**src/rtl/led_disp_pkg.sv**
```systemverilog
// Shared types and page constants for the 8-LED byte display mux.
package led_disp_pkg;

  localparam int unsigned SEL_W = 4;

  typedef logic [SEL_W-1:0] page_t;

  typedef enum logic [1:0] {
    SCAN   = 2'd0,
    PAUSED = 2'd1,
    MANUAL = 2'd2
  } state_t;

  localparam page_t PAGE_A0    = 4'd0;
  localparam page_t PAGE_B0    = 4'd4;
  localparam page_t PAGE_FLAGS = 4'd8;
  localparam page_t PAGE_LAST  = 4'd8;

  // Next page in the 0..PAGE_LAST ring.
  function automatic page_t next_page(input page_t p);
    return (p >= PAGE_LAST) ? PAGE_A0 : page_t'(p + page_t'(1));
  endfunction

  // Out-of-range load requests land on the last page.
  function automatic page_t clamp_page(input page_t p);
    return (p > PAGE_LAST) ? PAGE_LAST : p;
  endfunction

endpackage

```
**src/rtl/edge_rise.sv**
```systemverilog
// Single-bit rising-edge detector; the delayed copy resets to RST_VAL.
module edge_rise #(
  parameter logic RST_VAL = 1'b0
) (
  input  logic clk,
  input  logic rst,
  input  logic d,
  output logic rise_c
);

  logic d_q;

  always_ff @(posedge clk) begin
    if (rst) d_q <= RST_VAL;
    else     d_q <= d;
  end

  assign rise_c = d & ~d_q;

endmodule

```
**src/rtl/led_page_scanner.sv**
```systemverilog
// Page sequencer for the display mux: timed auto scan, pause, and manual step/load.
module led_page_scanner
  import led_disp_pkg::*;
#(
  parameter int unsigned DWELL_CYCLES = 50_000_000,
  parameter int unsigned CNT_W        = $clog2(DWELL_CYCLES)
) (
  input  logic             clk,
  input  logic             rst,
  input  logic             auto_en,
  input  logic             hold,
  input  logic             step,
  input  logic             load,
  input  logic [SEL_W-1:0] load_page,
  output logic [SEL_W-1:0] sel,
  output logic             page_tick,
  output logic [1:0]       state
);

  localparam logic [CNT_W-1:0] CNT_LAST = CNT_W'(DWELL_CYCLES - 1);

  state_t           state_q, state_d;
  logic [CNT_W-1:0] cnt_q, cnt_d;
  page_t            sel_d;
  logic             step_rise_c;

  // A button held through reset release must not count as a press.
  edge_rise #(.RST_VAL(1'b1)) u_step_edge (
    .clk    (clk),
    .rst    (rst),
    .d      (step),
    .rise_c (step_rise_c)
  );

  always_ff @(posedge clk) begin
    if (rst) state_q <= SCAN;
    else     state_q <= state_d;
  end

  always_comb begin
    state_d = state_q;
    cnt_d   = cnt_q;
    sel_d   = sel;
    case (state_q)
      SCAN: begin
        // Step and terminal count in the same cycle still give one advance.
        if (step_rise_c || (cnt_q == CNT_LAST)) begin
          cnt_d = '0;
          sel_d = next_page(sel);
        end else begin
          cnt_d = cnt_q + CNT_W'(1);
        end
        if (!auto_en)  state_d = MANUAL;
        else if (hold) state_d = PAUSED;
      end
      PAUSED: begin
        if (step_rise_c) begin
          cnt_d = '0;
          sel_d = next_page(sel);
        end
        if (!auto_en)   state_d = MANUAL;
        else if (!hold) state_d = SCAN;
      end
      MANUAL: begin
        cnt_d = '0;
        if (load)             sel_d = clamp_page(load_page);
        else if (step_rise_c) sel_d = next_page(sel);
        if (auto_en) state_d = SCAN;
      end
      default: begin
        state_d = SCAN;
        cnt_d   = '0;
      end
    endcase
  end

  // Tick only on a real change so reloading the shown page stays quiet.
  always_ff @(posedge clk) begin
    if (rst) begin
      cnt_q     <= '0;
      sel       <= PAGE_A0;
      page_tick <= 1'b0;
    end else begin
      cnt_q     <= cnt_d;
      sel       <= sel_d;
      page_tick <= (sel_d != sel);
    end
  end

  assign state = state_q;

endmodule

```
**config.mk**
```make
export PLATFORM = sky130hd
export DESIGN_NAME = led_page_scanner
export DESIGN_NICKNAME = d
export VERILOG_FILES = /design/src/rtl/led_disp_pkg.sv /design/src/rtl/edge_rise.sv /design/src/rtl/led_page_scanner.sv
export SDC_FILE = /design/constraint.sdc
export NUM_CORES = 1
export LEC_CHECK = 0
export CORE_UTILIZATION = 61
export CTS_CLUSTER_SIZE = 10
export DETAILED_ROUTE_END_ITERATION = 12
export GPL_ROUTABILITY_DRIVEN = 1
export GPL_TIMING_DRIVEN = 0
export PLACE_DENSITY_LB_ADDON = 0.1
export REMOVE_ABC_BUFFERS = 1
export SLEW_MARGIN = 20
export SYNTH_ARGS = -nofsm -noshare
export SYNTH_HDL_FRONTEND = slang
export SYNTH_SLANG_ARGS = --single-unit
```
**constraint.sdc**
```tcl
create_clock -name clk -period 3.27 [get_ports clk]
set_input_delay 0.981 -clock clk [delete_from_list [all_inputs] [get_ports clk]]
set_output_delay 0.981 -clock clk [all_outputs]
set_load 0.02 [all_outputs]
```
==> run_results.csv <==
group,metric,value,unit
run_status,outcome,"finished clean",
placed_design,gp_congestion,0.877,
drt,drc,0,
setup_path,worst-endpoint-arrival,3.27,ns
timing,grt_setup_unrepaired,"false",
drt,vias_per_cell,6.64,
clocking,worstSkewPairLatency,0.29,ns
cells_and_area,fin_nets,307,
synth,ys_seq_area_share,30.0,%
setup_path,crit_required,3.43,ns
floorplan,die-area,0.00397,mm^2
drt,dr.pass1.iters,5,
clocking,htreeDepth,2,
placed_design,hpwl,3.62,mm
synth,async_flop_share,0,%
clocking,cts.repair.resized,0,
cells_and_area,stdcell_count,341,
drt,drtIter0Drc,279,
setup_path,worst_setup_path_end_kind,"register",
synth,yosysTopAreaCell,"dfxtp_1",
pwr,p_total,0.915,mW
setup_path,path_class,"input port to register",
setup_path,crit_path_start_kind,"input port",
placed_design,post-place-ws,-0.215,ns
drt,wl,5.40,mm
run,drv_cap,0,
synth,synth_edf_count,0,
global_routing,grt_max_degree,35,
clocking,cts_made_buffers,5,
drt,ant_nets,0,
cells_and_area,area_delta_synth_final,9.71,%
drt,drt-wirelength-per-cell,15.8,um
global_routing,track_usage,29.1,%
synth,ys_ff_latch,34,
timing,period_minus_slack,3.11,ns
clocking,cts_sinks,34,
clocking,clk_pin_slew,0.08,ns
synth,syn_inst,295,
cells_and_area,nFillCells,279,
global_routing,grt_pass1_vias,2024,
cells_and_area,antenna_cells,0,
timing,finalSetupViolCount,0,
drt,vias,2264,
synth,synth_top_area_share,30.0,%
timing,drv_slew,0,
placed_design,port-buffer-count,16,
pwr,power_density,368,mW/mm^2
pwr,peakVddDrop,0.000298,V
clocking,cts_root_buf,"clkbuf_8",
timing,max_freq,321,MHz
floorplan,die_x,63.0,um
timing,setup_ws,0.158,ns
floorplan,core_area,0.00344,mm^2
floorplan,io_pins,17,
cells_and_area,finalInstanceArea,0.00249,mm^2
global_routing,grt_antenna_before_repair,0,
timing,fin_hold_ws,0.491,ns
timing,relSlewSlack,46.6,%
global_routing,grt_pass1_wl,9.20,mm
timing,fin_setup_tns,0,ns
clocking,cts_tree,"yes",
timing,fin_crit_sh,95.2,%
synth,synth_ff_type,"dfxtp_1",
timing,finalHoldViolCount,0,
floorplan,dieHeight,63.0,um
clocking,clockBufferDepth,2,
setup_path,cp_cell_sequence,"clkdlybuf4s50_1, nor2b_1, mux2i_1, o221ai_1, a22o_1, a2111oi_0, a31oi_1",
synth,synthesis.area,0.00227,mm^2
setup_path,slowest_delay,0.52,ns
clocking,holdBufCountCts,0,
synth,synth.distinct_cells,59,
setup_path,cp_slowest_cell,"nor2b_1",
synth,postSynthAreaPerCell,7.69,um^2
synth,ys_top_cells_by_area,"dfxtp_1 30%, nor2_1 5.5%, a21oi_1 5.1%",
floorplan,start_util,65.9,%
timing,worst_slew_pin_slew,0.800,ns
synth,yosysWarnings,0,
timing,skew,0.00883,ns
placed_design,place_area,0.00238,mm^2
clocking,cts_setup_buffers,0,
placed_design,post-place-cells,333,
cells_and_area,drive_above_1_share,8.81,%
pwr,p_leak,0.792,nW
setup_path,crit_fanout,7,
global_routing,grt.overflow.total,0,
cells_and_area,final_util,72.3,%
floorplan,rows,21,
min_path,hold_class,"register to register",
[metal layers]
layer | GRT usage [%] | wire (um)
met1 | 38.9 | 2560
met2 | 44.0 | 2430
met3 | 6.57 | 290
met4 | 13.7 | 120
met5 | 0 | 0
[worst max-delay path: cells and delay by family]
family | cells | cell delay, ns
compound gates | 4 | 0.96
buf+inv | 1 | 0.51
simple gates | 1 | 0.52
mux | 1 | 0.29
[path summary, 6_finish.rpt]
check	to	cells past startpoint	slack [ns]	startpoint
worst max-delay path	page_tick	7	0.16	step
worst min-delay path	cnt_q[25]	1	0.49	cnt_q[25]
worst max register to register	cnt_q[22]	7	0.79	cnt_q[0]
worst min register to register	cnt_q[25]	1	0.49	cnt_q[25]
[cell usage in the layout (no fill, tap or decap), drive strengths merged, types with 7 or more instances in the layout]
master and n:
a21oi 23, a311oi 11, a31oi 9, clkdlybuf4s50 15, dfxtp 34, nand2 25, nand3 12, nor2 33
nor2b 8, nor3 9, nor3b 7, o21ai 23
[final cells by class]
class                           count  area [um^2]  area share, %
Clock buffer                        6         82.6           3.32
Clock inverter                      2         12.5          0.503
Timing Repair Buffer               16          155           6.23
Inverter                            6         22.5          0.905
Sequential cell                    34          681           27.4
Multi-Input combinational cell    231         1480           59.4
Tap cell                           46         57.6           2.31
[cell families after synthesis]
| kind of cell | count (synthesis) | synth area share (%) |
|---|---|---|
| simple gates | 126 | 31.3 |
| compound gates | 99 | 30.2 |
| flops | 34 | 30.0 |
| buf+inv | 30 | 5.52 |
| mux | 3 | 1.32 |
| fa+ha+maj | 3 | 1.65 |
[report_power, final]
group	total, mW	switching (mW)	internal (mW)
clock network	0.335	0.166	0.169
registers	0.442	0.0195	0.423
logic	0.138	0.0780	0.0597
total	0.915	0.263	0.652
[sequential cells by signal, summed over array words and instances (netlist names)]
name and cells:
cnt_q 26, sel 4, page_tick 1, state 2, u_step_edge.d_q 1
[cell usage after synthesis, types with 2 or more instances]
| cell | instances |
|---|---|
| dfxtp_1 | 34 |
| nor2_1 | 33 |
| nand2_1 | 25 |
| a21oi_1 | 23 |
| o21ai_0 | 22 |
| clkbuf_1 | 15 |
| nand3_1 | 12 |
| a311oi_1 | 11 |
| a31oi_1 | 9 |
| nor2b_1 | 8 |
| buf_2 | 7 |
| nor3b_1 | 7 |
| inv_1 | 6 |
| nor3_1 | 6 |
| nand2b_1 | 4 |
| nor4_1 | 4 |
| or3_1 | 4 |
| a22oi_1 | 3 |
| a41oi_1 | 3 |
| ha_1 | 3 |
| mux2i_1 | 3 |
| nor4bb_1 | 3 |
| o221ai_1 | 3 |
| or2_2 | 3 |
| a2111oi_0 | 2 |
| a211oi_1 | 2 |
| a221oi_1 | 2 |
| nand4_1 | 2 |
| nand4b_1 | 2 |
| nor3_2 | 2 |
| o21a_1 | 2 |
| or3_4 | 2 |
| or4b_2 | 2 |
(Power assumes the default switching activity.)
